### config.mk
export PLATFORM = sky130hd
export DESIGN_NAME = render_food_array
export DESIGN_NICKNAME = d
export VERILOG_FILES = /design/src/rtl/render_food_array.sv
export SDC_FILE = /design/constraint.sdc
export NUM_CORES = 1
export LEC_CHECK = 0
export BUFFER_PORTS_ARGS = -buffer_cell sky130_fd_sc_hd__buf_2
export CORE_MARGIN = 2
export CORE_UTILIZATION = 50
export DETAILED_ROUTE_END_ITERATION = 12
export PLACE_DENSITY = 0.69
export SYNTH_ARGS = -nofsm -noshare
export SYNTH_HDL_FRONTEND = slang
export SYNTH_SLANG_ARGS = --single-unit
### constraint.sdc
create_clock -name i_clk -period 6 [get_ports i_clk]
set_input_delay 0.3 -clock i_clk [delete_from_list [all_inputs] [get_ports i_clk]]
set_output_delay 0.3 -clock i_clk [all_outputs]
set_load 0.01 [all_outputs]
### src/rtl/render_food_array.sv
// Multi-slot food layer: grid-snapped spawn with duplicate rejection, head eat detection,
// per-frame ageing/expiry and a registered sprite layer. Optional blink: RENDER_FOOD_BLINK_EN.
module render_food_array #(
  parameter int          NUM_FOOD        = 4,
  parameter int          CELL            = 16,
  parameter int          SCREEN_W        = 640,
  parameter int          SCREEN_H        = 480,
  parameter int          LIFETIME_FRAMES = 600,
  parameter logic [11:0] FOOD_RGB        = 12'h0F0
) (
  input  logic                i_clk,
  input  logic                i_rst_n,
  input  logic                i_frame_tick,
  input  logic                i_spawn_valid,
  input  logic [9:0]          i_spawn_x,
  input  logic [9:0]          i_spawn_y,
  output logic                o_spawn_ready,
  output logic                o_spawn_dup,
  input  logic                i_eat_check,
  input  logic [9:0]          i_head_x,
  input  logic [9:0]          i_head_y,
  output logic                o_eat,
  output logic [2:0]          o_eat_idx,
  output logic                o_expire,
  output logic [NUM_FOOD-1:0] o_active_mask,
  input  logic [9:0]          i_pixel_x,
  input  logic [9:0]          i_pixel_y,
  input  logic                i_video_on,
  output logic [3:0]          o_vga_r,
  output logic [3:0]          o_vga_g,
  output logic [3:0]          o_vga_b,
  output logic                o_pix_hit
);

  localparam int               AGE_W     = (LIFETIME_FRAMES > 2) ? $clog2(LIFETIME_FRAMES) : 1;
  localparam bit               EXPIRY_EN = (LIFETIME_FRAMES > 0);
  localparam logic [AGE_W-1:0] AGE_LAST  = AGE_W'(EXPIRY_EN ? LIFETIME_FRAMES - 1 : 0);
  localparam logic [9:0]       GRID_MASK = ~10'(CELL - 1);
  localparam logic [9:0]       MAX_X     = 10'(SCREEN_W - CELL);
  localparam logic [9:0]       MAX_Y     = 10'(SCREEN_H - CELL);
  localparam logic [10:0]      CELL_W    = 11'(CELL);

  // Snap to the cell grid, then pull back so the whole sprite stays on screen.
  function automatic logic [9:0] snap(input logic [9:0] v, input logic [9:0] lim);
    logic [9:0] s;
    s = v & GRID_MASK;
    return (s > lim) ? lim : s;
  endfunction

  // Slot table
  logic [NUM_FOOD-1:0] valid_q, valid_d;
  logic [9:0]          x_q   [NUM_FOOD];
  logic [9:0]          x_d   [NUM_FOOD];
  logic [9:0]          y_q   [NUM_FOOD];
  logic [9:0]          y_d   [NUM_FOOD];
  logic [AGE_W-1:0]    age_q [NUM_FOOD];
  logic [AGE_W-1:0]    age_d [NUM_FOOD];

  // Registered outputs
  logic        spawn_ready_q, spawn_ready_d;
  logic        spawn_dup_q,   spawn_dup_d;
  logic        eat_q,         eat_d;
  logic [2:0]  eat_idx_q,     eat_idx_d;
  logic        expire_q,      expire_d;
  logic [11:0] rgb_q,         rgb_d;
  logic        pix_hit_q,     pix_hit_d;

  // Lookup results against the current (pre-update) table
  logic [9:0] spawn_sx, spawn_sy, head_sx, head_sy;
  logic       dup_hit, eat_hit, free_found, accept;
  logic [2:0] eat_k, free_k;
  logic [NUM_FOOD-1:0] visible;

  // Spawn handshake: a request transfers on any edge where i_spawn_valid and
  // o_spawn_ready are both high; the source holds its request until then.
  // Ready reflects the registered table only, so a slot freed this cycle is
  // offered no earlier than the next one.
  assign accept = i_spawn_valid && spawn_ready_q;

  always_comb begin
    spawn_sx   = snap(i_spawn_x, MAX_X);
    spawn_sy   = snap(i_spawn_y, MAX_Y);
    head_sx    = snap(i_head_x, MAX_X);
    head_sy    = snap(i_head_y, MAX_Y);
    dup_hit    = 1'b0;
    eat_hit    = 1'b0;
    eat_k      = 3'd0;
    free_found = 1'b0;
    free_k     = 3'd0;
    // Descending scan so the lowest matching index is the one left standing.
    for (int i = NUM_FOOD - 1; i >= 0; i--) begin
      if (valid_q[i] && x_q[i] == spawn_sx && y_q[i] == spawn_sy) dup_hit = 1'b1;
      if (valid_q[i] && x_q[i] == head_sx && y_q[i] == head_sy) begin
        eat_hit = 1'b1;
        eat_k   = 3'(i);
      end
      if (!valid_q[i]) begin
        free_found = 1'b1;
        free_k     = 3'(i);
      end
    end
  end

  // Table next state: ageing/expiry, then eat, then spawn into a free slot.
  always_comb begin
    logic eaten;
    valid_d  = valid_q;
    x_d      = x_q;
    y_d      = y_q;
    age_d    = age_q;
    expire_d = 1'b0;
    for (int i = 0; i < NUM_FOOD; i++) begin
      eaten = i_eat_check && eat_hit && (eat_k == 3'(i));
      if (EXPIRY_EN && valid_q[i] && i_frame_tick) begin
        if (age_q[i] == AGE_LAST) begin
          valid_d[i] = 1'b0;
          if (!eaten) expire_d = 1'b1;
        end else begin
          age_d[i] = age_q[i] + AGE_W'(1);
        end
      end
      if (eaten) valid_d[i] = 1'b0;
      if (accept && !dup_hit && free_found && (free_k == 3'(i))) begin
        valid_d[i] = 1'b1;
        x_d[i]     = spawn_sx;
        y_d[i]     = spawn_sy;
        age_d[i]   = '0;
      end
    end
  end

  always_comb begin
    spawn_ready_d = ~&valid_d;
    spawn_dup_d   = accept && dup_hit;
    eat_d         = i_eat_check && eat_hit;
    eat_idx_d     = eat_d ? eat_k : 3'd0;
  end

`ifdef RENDER_FOOD_BLINK_EN
  logic [2:0] blink_cnt_q, blink_cnt_d;

  assign blink_cnt_d = i_frame_tick ? blink_cnt_q + 3'd1 : blink_cnt_q;

  always_ff @(posedge i_clk) begin
    if (!i_rst_n) blink_cnt_q <= 3'd0;
    else          blink_cnt_q <= blink_cnt_d;
  end

  // Items within 64 frames of expiry flash 4 frames on, 4 frames off.
  always_comb begin
    visible = '1;
    for (int i = 0; i < NUM_FOOD; i++) begin
      if (EXPIRY_EN && (LIFETIME_FRAMES - int'(age_q[i]) <= 64) && blink_cnt_q[2])
        visible[i] = 1'b0;
    end
  end
`else
  assign visible = '1;
`endif

  // Render: 11-bit bounds so x+CELL near the right/bottom edge cannot wrap.
  always_comb begin
    pix_hit_d = 1'b0;
    for (int i = 0; i < NUM_FOOD; i++) begin
      if (valid_q[i] && visible[i] &&
          ({1'b0, i_pixel_x} >= {1'b0, x_q[i]}) &&
          ({1'b0, i_pixel_x} <  {1'b0, x_q[i]} + CELL_W) &&
          ({1'b0, i_pixel_y} >= {1'b0, y_q[i]}) &&
          ({1'b0, i_pixel_y} <  {1'b0, y_q[i]} + CELL_W))
        pix_hit_d = 1'b1;
    end
    pix_hit_d = pix_hit_d && i_video_on;
    rgb_d     = pix_hit_d ? FOOD_RGB : 12'h000;
  end

  always_ff @(posedge i_clk) begin
    if (!i_rst_n) begin
      valid_q       <= '0;
      spawn_ready_q <= 1'b0;
      spawn_dup_q   <= 1'b0;
      eat_q         <= 1'b0;
      eat_idx_q     <= 3'd0;
      expire_q      <= 1'b0;
      rgb_q         <= 12'h000;
      pix_hit_q     <= 1'b0;
      for (int i = 0; i < NUM_FOOD; i++) begin
        x_q[i]   <= 10'd0;
        y_q[i]   <= 10'd0;
        age_q[i] <= '0;
      end
    end else begin
      valid_q       <= valid_d;
      spawn_ready_q <= spawn_ready_d;
      spawn_dup_q   <= spawn_dup_d;
      eat_q         <= eat_d;
      eat_idx_q     <= eat_idx_d;
      expire_q      <= expire_d;
      rgb_q         <= rgb_d;
      pix_hit_q     <= pix_hit_d;
      for (int i = 0; i < NUM_FOOD; i++) begin
        x_q[i]   <= x_d[i];
        y_q[i]   <= y_d[i];
        age_q[i] <= age_d[i];
      end
    end
  end

  assign o_spawn_ready = spawn_ready_q;
  assign o_spawn_dup   = spawn_dup_q;
  assign o_eat         = eat_q;
  assign o_eat_idx     = eat_idx_q;
  assign o_expire      = expire_q;
  assign o_active_mask = valid_q;
  assign o_vga_r       = rgb_q[11:8];
  assign o_vga_g       = rgb_q[7:4];
  assign o_vga_b       = rgb_q[3:0];
  assign o_pix_hit     = pix_hit_q;

endmodule
### After elaboration in Yosys (flattened, before gate mapping)

Cells that the tools add are included.

| storage, ports and cells | value |
|---|---|
| register bits after elaboration | 144 |
| latch bits | 0 |
| bits in writable memories | 0 |
| ROM bits | 0 |
| input bits | 66 |
| output and inout bits | 24 |
| word-level logic and storage cells | 204 |
| memories | 0 |

| cells by class | value |
|---|---|
| add/sub/neg operators | 12 |
| $mul | 0 |
| divide/modulo/power cells | 0 |
| magnitude comparators | 20 |
| equality and inequality tests | 26 |
| shift operators | 0 |
| muxes and demuxes | 57 |
| bitwise logic cells | 5 |
| reduce and logical (&&, ||, !) cells | 64 |

Operator list:

| kind | number |
|---|---|
| == test 10 bit | 16 |
| adder 10 x 5 -> 11 bit, second input constant | 8 |
| < comparator 10 x 11 -> 1 bit | 8 |
| greater-or-equal comparator 10 bit | 8 |
| logical AND 1 bit | 50 |
| two-way mux 1 bit | 44 |
| adder 10 x 1 -> 10 bit, second input constant | 4 |
| == test 10 bit, second input constant | 4 |
| two-way mux 10 bit | 4 |
| greater-than comparator 10 bit, second input constant | 2 |
| greater-than comparator 10 x 9 -> 1 bit, second input constant | 2 |
| == test 3 x 2 -> 1 bit, second input constant | 4 |
| two-way mux 2 bit | 6 |
| AND reduction 2 bit | 5 |
| two-way mux 8 bit | 1 |
| OR reduction 2 bit | 4 |
| == test 3 x 1 -> 1 bit, second input constant | 2 |
| zero test 3 bit | 2 |
| two-way mux 3 bit | 2 |
| NOT 1 bit | 5 |
| AND reduction 4 bit | 1 |
| zero test 1 bit | 2 |

### Longest topological paths before layout

Gate-level depths: netlist of run 1.

| logic depth | value |
|---|---|
| word-level depth | 23 |
| gate-level depth with buffers | 12 |
| mapped depth without buffers | 11 |

### Least setup slack after synthesis of run 1

No wires, ideal clock.

| path | value |
|---|---|
| path kind | input to register |
| start | input port i_head_y[9] |
| end | register spawn_ready_q, in the netlist o_spawn_ready |
| library setup time | 79 ps |
| data arrival time | 2366 ps |
| required time | 5921 ps |
| path slack | 3554 ps |
| stages on the path | 9 |
| buffers on the path | 1 |
| cells stage by stage | clkbuf_1 a41oi_1 nor2b_1 xnor2_1 nor2_1 and3_1 or4b_4 a311o_1 o221ai_2 |

| on the way | value |
|---|---|
| cells in the longest elaborated chain, start to end | 14 |
| elaborated cells between the ends (all ways) | 37 |
| classes of those cells | order compare: 1; eq/ne: 7; mux: 17; reduce/logical: 12 |

Ends and longest elaborated chain:

| item | RTL line | text |
|---|---|---|
| from (decl) | 21 | `input logic [9:0] i_head_y,` |
| greater-than comparator 10 x 9 -> 1 bit | 47 | `return (s > lim) ? lim : s;` |
| two-way mux 10 bit (*) | 47 |  |
| == test 10 bit | 93 | `if (valid_q[i] && x_q[i] == head_sx && y_q[i] == head_sy) begin` |
| logical AND 1 bit | 93 |  |
| two-way mux 2 bit / two-way mux 1 bit (equally long branches) (3 in a row) | 93 |  |
| two-way mux 3 bit / two-way mux 1 bit (equally long branches) | 93 |  |
| == test 3 x 1 -> 1 bit (tied with other cells) | 113 | `eaten = i_eat_check && eat_hit && (eat_k == 3'(i));` |
| logical AND 1 bit | 113 |  |
| two-way mux 1 bit | 122 | `if (eaten) valid_d[i] = 1'b0;` |
| two-way mux 1 bit | 123 | `if (accept && !dup_hit && free_found && (free_k == 3'(i))) begin` |
| AND reduction 4 bit (*) | 133 | `spawn_ready_d = ~&valid_d;` |
| zero test 1 bit (*) | 133 |  |
| to (signal assigned) | 193 | `spawn_ready_q <= spawn_ready_d;` |
| to (decl) | 60 | `logic spawn_ready_q, spawn_ready_d;` |

Mark *: on every way between the ends. The rest lies on a longest branch, timed or not.
A chain may end at the register's enable or synchronous reset.

### Worst setup path after layout of run 1

| path | value |
|---|---|
| start | register valid_q[3], in the netlist o_active_mask[3] |
| end | register y_q[29] (netlist bit) |

| on the way | value |
|---|---|
| cells in the longest elaborated chain, start to end | 10 |
| elaborated cells between the ends (all ways) | 19 |
| classes of those cells | eq/ne: 1; mux: 12; reduce/logical: 6 |

Ends and longest elaborated chain:

| item | RTL line | text |
|---|---|---|
| from (decl) | 51 | `logic [NUM_FOOD-1:0] valid_q, valid_d;` |
| from (signal assigned) | 192 | `valid_q <= valid_d;` |
| logical AND 1 bit (2 in a row) | 92 | `if (valid_q[i] && x_q[i] == spawn_sx && y_q[i] == spawn_sy) dup_hit = 1'b1;` |
| two-way mux 1 bit (4 in a row) | 92 |  |
| zero test 1 bit | 123 |  |
| logical AND 1 bit (2 in a row) | 123 |  |
| logical AND 1 bit (*) | 123 |  |
| to (signal, indexed assignment) | 202 | `y_q[i] <= y_d[i];` |
| to (decl) | 54 | `logic [9:0] y_q [NUM_FOOD];` |

Marked as above.

==> results of run 1 <==
flip-flops by register name, indices dropped and copies added, names as in the netlist:
name and cells:
y_q 24, age_q 40, x_q 24, o_eat 1, rgb_q 1, o_eat_idx 2, o_active_mask 4, o_expire 1
o_spawn_dup 1, o_spawn_ready 1
critical path, delay by kind of cell (launching register included):
kind            cells  cell delay (ns)
flops               1             0.53
compound gates      2             0.81
simple gates        6             2.40
stage by stage:
step                      power, W  hold WS (ns)
final                      0.00160         0.236
after global routing       0.00167         0.237
after CTS                  0.00160         0.232
after detailed placement   0.00103         0.496
after global placement     0.00102         0.499
after floorplan           0.000936         0.419
worst paths after layout:
check,slack [ns],depth (start not counted),from,to
max,2.18,8,o_active_mask[3],y_q[29]
min,0.24,3,i_video_on,rgb_q[6]
max reg2reg,2.18,8,o_active_mask[3],y_q[29]
min reg2reg,0.52,2,age_q[9],age_q[9]
area by class of cell:
class                   count  area share [%]
well taps                 220            3.02
clock buffers               9            2.47
flip-flops and latches     99            21.7
clock inverters             7           0.645
inverters                  65            2.67
repair buffers             64            3.51
multi-input cells         849            66.0
kinds of logic after synthesis:
| logic type | after synthesis | synth area share (%) |
|---|---|---|
| buf+inv | 138 | 7.20 |
| mux | 21 | 2.45 |
| fa+ha+maj | 108 | 15.7 |
| xor+xnor | 116 | 11.8 |
| compound gates | 207 | 16.4 |
| simple gates | 388 | 23.3 |
| flops | 99 | 23.1 |
| other cells | 1 | 0.0437 |
per-layer routing:
| metal | wire (um) | up-vias | global-route usage [%] |
|---|---|---|---|
| met2 | 9840 | 246 | 39.9 |
| met4 | 780 | 0 | 8.80 |
| met1 | 11000 | 3601 | 35.4 |
| met5 | 0 | - | 0 |
| li1 | - | 3838 | - |
| met3 | 1450 | 40 | 5.48 |
power breakdown:
part	total (W)	switching, W	internal (W)
logic	0.000322	0.000197	0.000124
clock network	0.000578	0.000289	0.000289
registers	0.000696	0.0000271	0.000669
total	0.00160	0.000514	0.00108
cells in the mapped netlist, types with 4 or more instances:
master	number
a211oi_1	30
a21oi_1	62
a221oi_1	4
a31oi_1	7
a32oi_1	6
a41oi_1	7
and3_1	12
and4_1	4
buf_2	14
buf_4	20
clkbuf_1	37
dfxtp_1	99
ha_1	108
inv_1	62
mux2i_1	21
nand2_1	62
nand2b_1	12
nand3_1	56
nand4_1	19
nand4bb_1	4
nor2_1	126
nor2b_1	18
nor3_1	19
nor4_1	10
nor4b_1	6
nor4bb_1	7
o211ai_1	6
o21a_1	12
o21ai_0	28
o22ai_1	5
o31ai_1	6
o32a_1	4
o32ai_1	7
or2_2	5
or3_1	6
xnor2_1	79
xor2_1	37
==> run_results.csv, run 1 <==
group,metric,value,unit
grt,grt_max_degree,54,
synthesis,postSynthCellCount,1078,
die,num_io_pins,90,
die,die_w,135,um
placed_design,preCtsSetupSlack,2.16,ns
timing,skew,0.0106,ns
timing,fin_crit_sh,63.7,%
cts,clk_pin_slew,0.07,ns
power,ir_drop,0.157,mV
drt,drt-total-wl,23.1,mm
timing,fin_ws,2.18,ns
timing,final_hold_viol_count,0,
power,p_leak,3.46,nW
die,row_count,47,
placed_design,place_area,8840,um^2
grt,gr-usage-all-layers,25.7,%
cts,ctsResizeCount,0,
drt,wl_per_cell,17.6,um
timing,final-setup-viol-count,0,
synthesis,synth_edf_count,0,
drt,initialDrtViolationCount,621,
final_layout,finalCoreUtilization,54.6,%
timing,tns,0,ns
drt,drt-pass1-iter-count,5,
placed_design,gp_congestion,0.910,
grt,grt_first_pass_wirelength,37.1,mm
placed_design,hpwl,17.5,mm
cts,clkLatencyLatePin,0.36,ns
synthesis,synth_area,8590,um^2
final_layout,multi_input_area,6020,um^2
drt,ant_nets,0,
timing,slew_headroom,28.7,%
final_layout,diodes,0,
cts,cts_htree_levels,3,
final_layout,final_common_cell,"nor2_1",
setup_path,critPathSlowestCell,"nand3_1",
synthesis,ys_warn_count,0,
final_layout,nNetsFinal,1262,
die,initial_utilization,51.4,%
final_layout,drive_gt1_share,9.15,%
cts,cts_setup_buffers,0,
final_layout,fillCellCount,1632,
synthesis,synthTopCellsByArea,"dfxtp_1, ha_1, xnor2_1",
cts,clk_path_buf_depth,2,
cts,cts_tree,"yes",
cts,cts_buffers,9,
synthesis,yosysTopAreaCell,"dfxtp_1",
die,die_area,18200,um^2
grt,grt_pass1_vias,7008,
setup_path,cp-start-kind,"register",
setup_path,critPathMaxStageDelay,0.79,ns
final_layout,fin_area,9120,um^2
drt,viasPerCell,5.88,
synthesis,ys_seq_area_share,23.1,%
power,cellPowerDensity,175,nW/um^2
final_layout,seq_area,1980,um^2
final_layout,synthToLayoutAreaGrowth,6.24,%
timing,min_period,3.82,ns
die,core_area,16700,um^2
synthesis,synth.top_cell.area_share,23.1,%
outcome,status,"completed",
grt,grt_overflow,0,
synthesis,synth_ff_type,"dfxtp_1",
timing,rsz0062_at_grt,"no",
timing,worstMarginPinSlew,1.07,ns
cts,cts_hold_buf,0,
die,fp.dieH,135,um
synthesis,syn_area_per_cell,7.96,um^2
cts,cts_sinks,99,
drt,vias,7725,
synthesis,synth_seq_cells,99,
grt,antenna_found_initial,0,
timing,fmax,262,MHz
final_layout,final_cell_mix,"nor2_1, ha_1, dfxtp_1",
cts,cts_root_buf,"clkbuf_16",
setup_path,required,6.28,ns
drt,route.detailed.drc,0,
setup_path,critPathCaptureType,"register",
setup_path,crit_chain,"nand2b_1 -> a2111oi_0 -> nand4b_1 -> nor4_1 -> a21oi_1 -> nand3_1 -> nand2_1 -> nor2_1",
synthesis,async_reset_ff_share,0,%
final_layout,stdcell_count,1313,
placed_design,portBuffers,64,
run,cap_violations,0,
placed_design,placedCellCount,1297,
setup_path,path_max_fanout,21,
worst_hold_path,hold_path.class,"in2reg",
setup_path,worst_ep_arrival_time,4.10,ns
synthesis,synth_cell_type_count,73,
timing,slew_violations,0,
setup_path,path_class,"reg2reg",
Power figures use the tool's default switching activity.
==> run 2: changes to the inputs <==
--- a/config.mk
+++ b/config.mk
@@ -5,11 +5,12 @@
 export SDC_FILE = /design/constraint.sdc
 export NUM_CORES = 1
 export LEC_CHECK = 0
+export ABC_AREA = 1
 export BUFFER_PORTS_ARGS = -buffer_cell sky130_fd_sc_hd__buf_2
 export CORE_MARGIN = 2
 export CORE_UTILIZATION = 50
 export DETAILED_ROUTE_END_ITERATION = 12
-export PLACE_DENSITY = 0.69
+export PLACE_DENSITY = 0.72
 export SYNTH_ARGS = -nofsm -noshare
 export SYNTH_HDL_FRONTEND = slang
 export SYNTH_SLANG_ARGS = --single-unit
==> constraint.sdc (replaced) <==
create_clock -name i_clk -period 3.1 [get_ports i_clk]
set_input_delay 0.155 -clock i_clk [delete_from_list [all_inputs] [get_ports i_clk]]
set_output_delay 0.155 -clock i_clk [all_outputs]
set_load 0.01 [all_outputs]
==> run 2 against run 1 <==
Net effect:
- worst setup slack worse by 1.6 ns
- final cell count increased by 17%
- utilization grew 0.84 points
- critical path type unchanged
- largest cell class unchanged
==> run_results.csv, run 2 <==
group,metric,value,unit
outcome,status,"completed",
setup_path,critPathCaptureType,"register",
grt,gr-usage-all-layers,28.1,%
power,seqPwrFrac,43.8,%
setup_path,crit_buf_inv,1,
grt,use_met3,2.80,%
timing,tns,0,ns
synthesis,syn_area_per_cell,6.71,um^2
cts,clk_pin_slew,0.07,ns
final_layout,largest-register,"age_q",
die,core_area,16500,um^2
run,cap_violations,0,
final_layout,synthToLayoutAreaGrowth,8.75,%
final_layout,diodes,0,
synthesis,synth.top_cell.area_share,23.5,%
final_layout,drive_gt1_share,8.59,%
placed_design,hpwl,19.3,mm
final_layout,multi_input_area,5640,um^2
timing,fin_crit_sh,82.5,%
synthesis,ys_warn_count,0,
timing,slew_violations,0,
die,initial_utilization,51.0,%
cts,cts_sinks,99,
cts,cts_root_buf,"clkbuf_16",
final_layout,seq_area,1980,um^2
synthesis,ys_seq_area_share,23.5,%
grt,top_usage_layer,"met2",
final_layout,largest_reg_flops,40,
power,p_leak,4.11,nW
cts,clkLatencyLatePin,0.36,ns
setup_path,path_max_fanout,5,
synthesis,synthAdderAreaFrac,16.0,%
drt,initialDrtViolationCount,805,
synthesis,postSynthCellCount,1256,
grt,grt_max_degree,25,
power,p_sw,0.000945,W
final_layout,reg_top3,"age_q x40, x_q x24, y_q x24",
setup_path,critical_path.top_delay_family,"simple AND/OR/NAND/NOR gates",
setup_path,cp-start-kind,"register",
die,num_io_pins,90,
synthesis,synth_ff_type,"dfxtp_1",
timing,skew,0.00686,ns
timing,slew_headroom,58.3,%
setup_path,critPathSlowestCell,"dfxtp_1",
final_layout,fin_area,9160,um^2
grt,grt_pass1_vias,7699,
timing,worstMarginPinSlew,0.623,ns
synthesis,synth_top_family_by_area,"simple AND/OR/NAND/NOR gates",
synthesis,synth_area,8430,um^2
setup_path,worst_ep_arrival_time,2.86,ns
power,power_frac_comb,18.1,%
final_layout,finalCoreUtilization,55.5,%
grt,grtUsageMet2,44.4,%
grt,grt_overflow,0,
synthesis,yosys.area_share.simple,31.0,%
final_layout,final_cell_mix,"nand2_1, nor2_1, inv_1",
power,p_total,0.00300,W
final_layout,final_common_cell,"nand2_1",
drt,wl_per_cell,16.0,um
synthesis,synth_compound_area_share,11.4,%
synthesis,synthTopCellsByArea,"dfxtp_1, ha_1, nand2_1",
synthesis,async_reset_ff_share,0,%
setup_path,regToRegEndpoint,"rgb_q[6]",
die,die_w,134,um
power,p_int,0.00206,W
timing,final-setup-viol-count,0,
power,cellPowerDensity,328,nW/um^2
die,fp.dieH,134,um
drt,ant_nets,0,
grt,use_met1,38.6,%
grt,antenna_found_initial,0,
setup_path,r2r_start,"x_q[37]",
timing,rsz0062_at_grt,"no",
synthesis,synth_commonest_cells,"nand2_1, nor2_1, inv_1",
setup_path,rrSetupSlack,0.54,ns
setup_path,timing.critical_path.mode_cell,"nor2_1",
cts,clk_path_buf_depth,2,
worst_hold_path,hold_depth,3,
setup_path,r2r_cells,11,
synthesis,synth_seq_cells,99,
power,netSwitchingFraction,31.4,%
setup_path,path_class,"reg2reg",
timing,min_period,2.56,ns
power,ir_drop,0.245,mV
cts,ctsResizeCount,0,
placed_design,gp_congestion,0.951,
cts,cts_hold_buf,0,
synthesis,post-synth-top-count-cell,"nand2_1",
setup_path,required,3.40,ns
worst_hold_path,hold_path.class,"in2reg",
drt,route.detailed.drc,0,
drt,viasPerCell,5.46,
cts,cts_tree,"yes",
synthesis,yosysTopAreaCell,"dfxtp_1",
grt,grt_first_pass_wirelength,39.8,mm
die,row_count,47,
cts,cts_htree_levels,3,
synthesis,synth_mux_area_share,0,%
cts,cts_setup_buffers,0,
die,die_area,17900,um^2
drt,drt-pass1-iter-count,5,
final_layout,nNetsFinal,1484,
synthesis,synth_cell_type_count,38,
timing,fmax,391,MHz
setup_path,crit_chain,"inv_1 -> nor3_1 -> xor2_1 -> ha_1 -> nand2_1 -> nor2_1 -> a221oi_1 -> nand4_1 -> nand3_1 -> nor2_1 -> nor2_1",
synthesis,synth_edf_count,0,
setup_path,critPathMaxStageDelay,0.49,ns
drt,vias,8377,
synthesis,synthXorXnorAreaFrac,8.21,%
placed_design,portBuffers,64,
worst_hold_path,min-delay-start,"i_video_on",
timing,final_hold_viol_count,0,
final_layout,fillCellCount,1695,
worst_hold_path,min_to,"rgb_q[6]",
drt,drt-total-wl,24.5,mm
power,p_clk_share,38.0,%
timing,whs,0.0126,ns
cts,cts_buffers,9,
placed_design,place_area,8870,um^2
## run 2: final cells by class
cell class / instances / area share [%]
clock buffers: 10 / 2.61
inverters: 151 / 6.19
repair buffers: 75 / 4.40
flip-flops and latches: 99 / 21.6
multi-input cells: 974 / 61.6
well taps: 220 / 3.00
clock inverters: 6 / 0.601
## run 2: worst max-delay path by stage
stage / slack [ns] / from / depth (start not counted) / to
global route: 0.33 / o_active_mask[2] / 14 / x_q[28]
detailed placement: 0.58 / i_spawn_x[7] / 15 / x_q[27]
floorplan: 1.08 / y_q[14] / 13 / rgb_q[6]
global placement: 0.59 / i_spawn_x[7] / 15 / x_q[27]
CTS: 0.59 / x_q[37] / 11 / rgb_q[6]
finish: 0.54 / x_q[37] / 11 / rgb_q[6]
## run 2: cell families after synthesis
family / count (synthesis)
AOI/OAI and AO/OA: 175
adders and majority gates: 108
DFF: 99
xor gates and xnor gates: 79
and+or+nand+nor: 603
other: 1
buffers and inverters: 191
## run 2: layer usage
metal  part of all wire (%)  vias to the layer above  wire (um)
met1                     46                     3794      11200
met2                     44                      281      10800
met3                    6.0                       68       1470
met5                      0                        -          0
met4                    4.1                        0       1010
li1                       -                     4234          -
## run 2: metrics by stage
stage / setup WS [ns] / instances
after floorplan: 1.08 / 1264
after global placement: 0.592 / 1519
after detailed placement: 0.579 / 1519
after CTS: 0.585 / 1535
after global routing: 0.325 / 1535
final: 0.543 / 1535
## run 2: tightest hold or removal path, cell delays in order
cell     delay, ns
buf_2         0.10
nand2_1       0.04
nor2_1        0.03
## run 2: power groups by stage
stage | registers, W | logic, W | clock network, W
3_3_place_gp | 0.00135 | 0.000521 | 0
3_5_place_dp | 0.00135 | 0.000532 | 0
6_report | 0.00132 | 0.000544 | 0.00114
5_1_grt | 0.00132 | 0.000622 | 0.00120
2_1_floorplan | 0.00133 | 0.000369 | 0
4_1_cts | 0.00132 | 0.000536 | 0.00115
==> run 3: changes to the inputs <==
--- a/config.mk
+++ b/config.mk
@@ -10,7 +10,7 @@
 export CORE_MARGIN = 2
 export CORE_UTILIZATION = 50
 export DETAILED_ROUTE_END_ITERATION = 12
-export PLACE_DENSITY = 0.72
+export PLACE_DENSITY = 0.7
 export SYNTH_ARGS = -nofsm -noshare
 export SYNTH_HDL_FRONTEND = slang
 export SYNTH_SLANG_ARGS = --single-unit
==> constraint.sdc (replaced) <==
create_clock -name i_clk -period 2.4 [get_ports i_clk]
set_input_delay 0.12 -clock i_clk [delete_from_list [all_inputs] [get_ports i_clk]]
set_output_delay 0.12 -clock i_clk [all_outputs]
set_load 0.01 [all_outputs]
==> run 3 against run 2 <==
Net effect:
- clock-buffer cell count unchanged
- design area increased by 4.6%
- critical endpoint unchanged
- largest power group unchanged
- critical path type unchanged
- critical path depth increased by 2
- largest cell class unchanged
==> run_results.csv, run 3 (synthesized netlist as in run 2, its figures left out) <==
group,metric,value,unit
outcome,status,"completed",
setup_path,worst_ep_arrival_time,2.53,ns
cts,cts_tree,"yes",
setup_path,path_max_fanout,2,
grt,grt_pass1_vias,7982,
drt,vias,8588,
die,num_io_pins,90,
drt,drt-pass1-iter-count,5,
setup_path,cp-start-kind,"register",
die,die_w,134,um
timing,final_hold_viol_count,0,
power,p_leak,4.38,nW
drt,drt-total-wl,25.0,mm
setup_path,critPathCaptureType,"register",
grt,grt_max_degree,22,
power,cellPowerDensity,418,nW/um^2
drt,initialDrtViolationCount,648,
drt,viasPerCell,5.43,
cts,cts_htree_levels,3,
placed_design,hpwl,20.0,mm
final_layout,final_common_cell,"nand2_1",
final_layout,drive_gt1_share,11.8,%
final_layout,largest_reg_flops,40,
cts,clk_path_buf_depth,2,
grt,grt_overflow,0,
die,core_area,16500,um^2
cts,cts_setup_buffers,0,
die,fp.dieH,134,um
timing,min_period,2.23,ns
final_layout,largest-register,"age_q",
placed_design,place_area,9270,um^2
drt,route.detailed.drc,0,
worst_hold_path,hold_path.class,"in2reg",
grt,grt_first_pass_wirelength,39.8,mm
die,initial_utilization,51.0,%
final_layout,fin_area,9590,um^2
timing,fmax,449,MHz
die,die_area,17900,um^2
die,row_count,47,
setup_path,path_class,"reg2reg",
drt,wl_per_cell,15.8,um
drt,ant_nets,0,
placed_design,gp_congestion,1.04,
timing,slew_violations,0,
final_layout,final_cell_mix,"nand2_1, nor2_1, inv_1",
timing,final-setup-viol-count,0,
timing,fin_crit_sh,92.9,%
timing,skew,0.00958,ns
run,cap_violations,0,
cts,clk_pin_slew,0.07,ns
timing,slew_headroom,63.0,%
final_layout,synthToLayoutAreaGrowth,13.8,%
setup_path,required,2.70,ns
cts,cts_sinks,99,
final_layout,nNetsFinal,1531,
cts,clkLatencyLatePin,0.36,ns
final_layout,fillCellCount,1645,
final_layout,diodes,0,
cts,cts_root_buf,"clkbuf_16",
cts,cts_buffers,9,
timing,whs,0.0440,ns
timing,rsz0062_at_grt,"no",
grt,gr-usage-all-layers,28.3,%
timing,worstMarginPinSlew,0.554,ns
power,ir_drop,0.364,mV
grt,antenna_found_initial,0,
final_layout,reg_top3,"age_q x40, x_q x24, y_q x24",
timing,tns,0,ns
placed_design,portBuffers,64,
final_layout,finalCoreUtilization,58.0,%
==> run 3: changes by cell type in the layout (fill, tap and decap cells not counted), moves of 2 or more <==
cell / delta
clkinvlp_4: -2
inv_8: -2
buf_12: +4
buf_4: +42
o21ai_1: +2
dfxtp_2: +2
dfxtp_1: -2
o21ai_0: -2
==> run 3: path summary, 6_finish.rpt <==
kind | slack, ns | to | from | cells after the start
worst min register to register | 0.49 | age_q[21] | age_q[21] | 2
worst min-delay path | 0.04 | o_eat_idx[0] | i_eat_check | 3
worst max register to register | 0.17 | rgb_q[6] | y_q[14] | 13
worst max-delay path | 0.17 | rgb_q[6] | y_q[14] | 13
==> run 3: layout make-up <==
type	instances	area, um^2	share of cell area [%]
Multi-Input combinational cell	974	5640	58.9
Clock buffer	10	239	2.49
Sequential cell	99	1980	20.7
Inverter	151	567	5.91
Tap cell	220	275	2.87
Clock inverter	6	70.1	0.731
Timing Repair Buffer	122	808	8.43
==> run 3: metrics by stage <==
stage / cells / power (W) / worst slack, ns
after floorplan: 1264 / 0.00220 / 0.379
after global placement: 1565 / 0.00248 / 0.131
after detailed placement: 1565 / 0.00250 / 0.150
after CTS: 1582 / 0.00401 / 0.123
after global routing: 1582 / 0.00418 / 0.00381
final: 1582 / 0.00400 / 0.171
==> run 3: worst max-delay path, stage by stage (launching register included) <==
cell and delay (ns):
dfxtp_1 0.32, ha_1 0.22, xnor2_1 0.13, ha_1 0.29, a21oi_1 0.13, o21ai_0 0.08
and2_1 0.14, o21a_1 0.16, o21a_1 0.16, o21ai_1 0.20, nand3_1 0.11, nand3_1 0.11
nor2_1 0.05, nor2_1 0.07
==> run 3: power breakdown <==
group	switching (W)	internal, W	leakage (nW)	total, W
Combinational	0.000492	0.000296	3.42	0.000788
Sequential	0.0000238	0.00166	0.801	0.00169
Clock	0.000680	0.000847	0.153	0.00153
Total	0.00120	0.00281	4.38	0.00400
==> run 3: metal layers <==
metal,global-route usage (%),share of wire (%),vias to the layer above
li1,-,-,4338
met1,37.4,44,3857
met2,45.0,44,329
met3,3.93,7.3,64
met4,15.0,4.7,0
met5,0,0,-
==> run 3: repair_timing <==
item | in CTS | in global routing
hold buffers | 1 | 0
gates resized for setup | 0 | 4
endpoints found under the hold margin | 1 | 0
setup endpoints to repair | 0 | 1
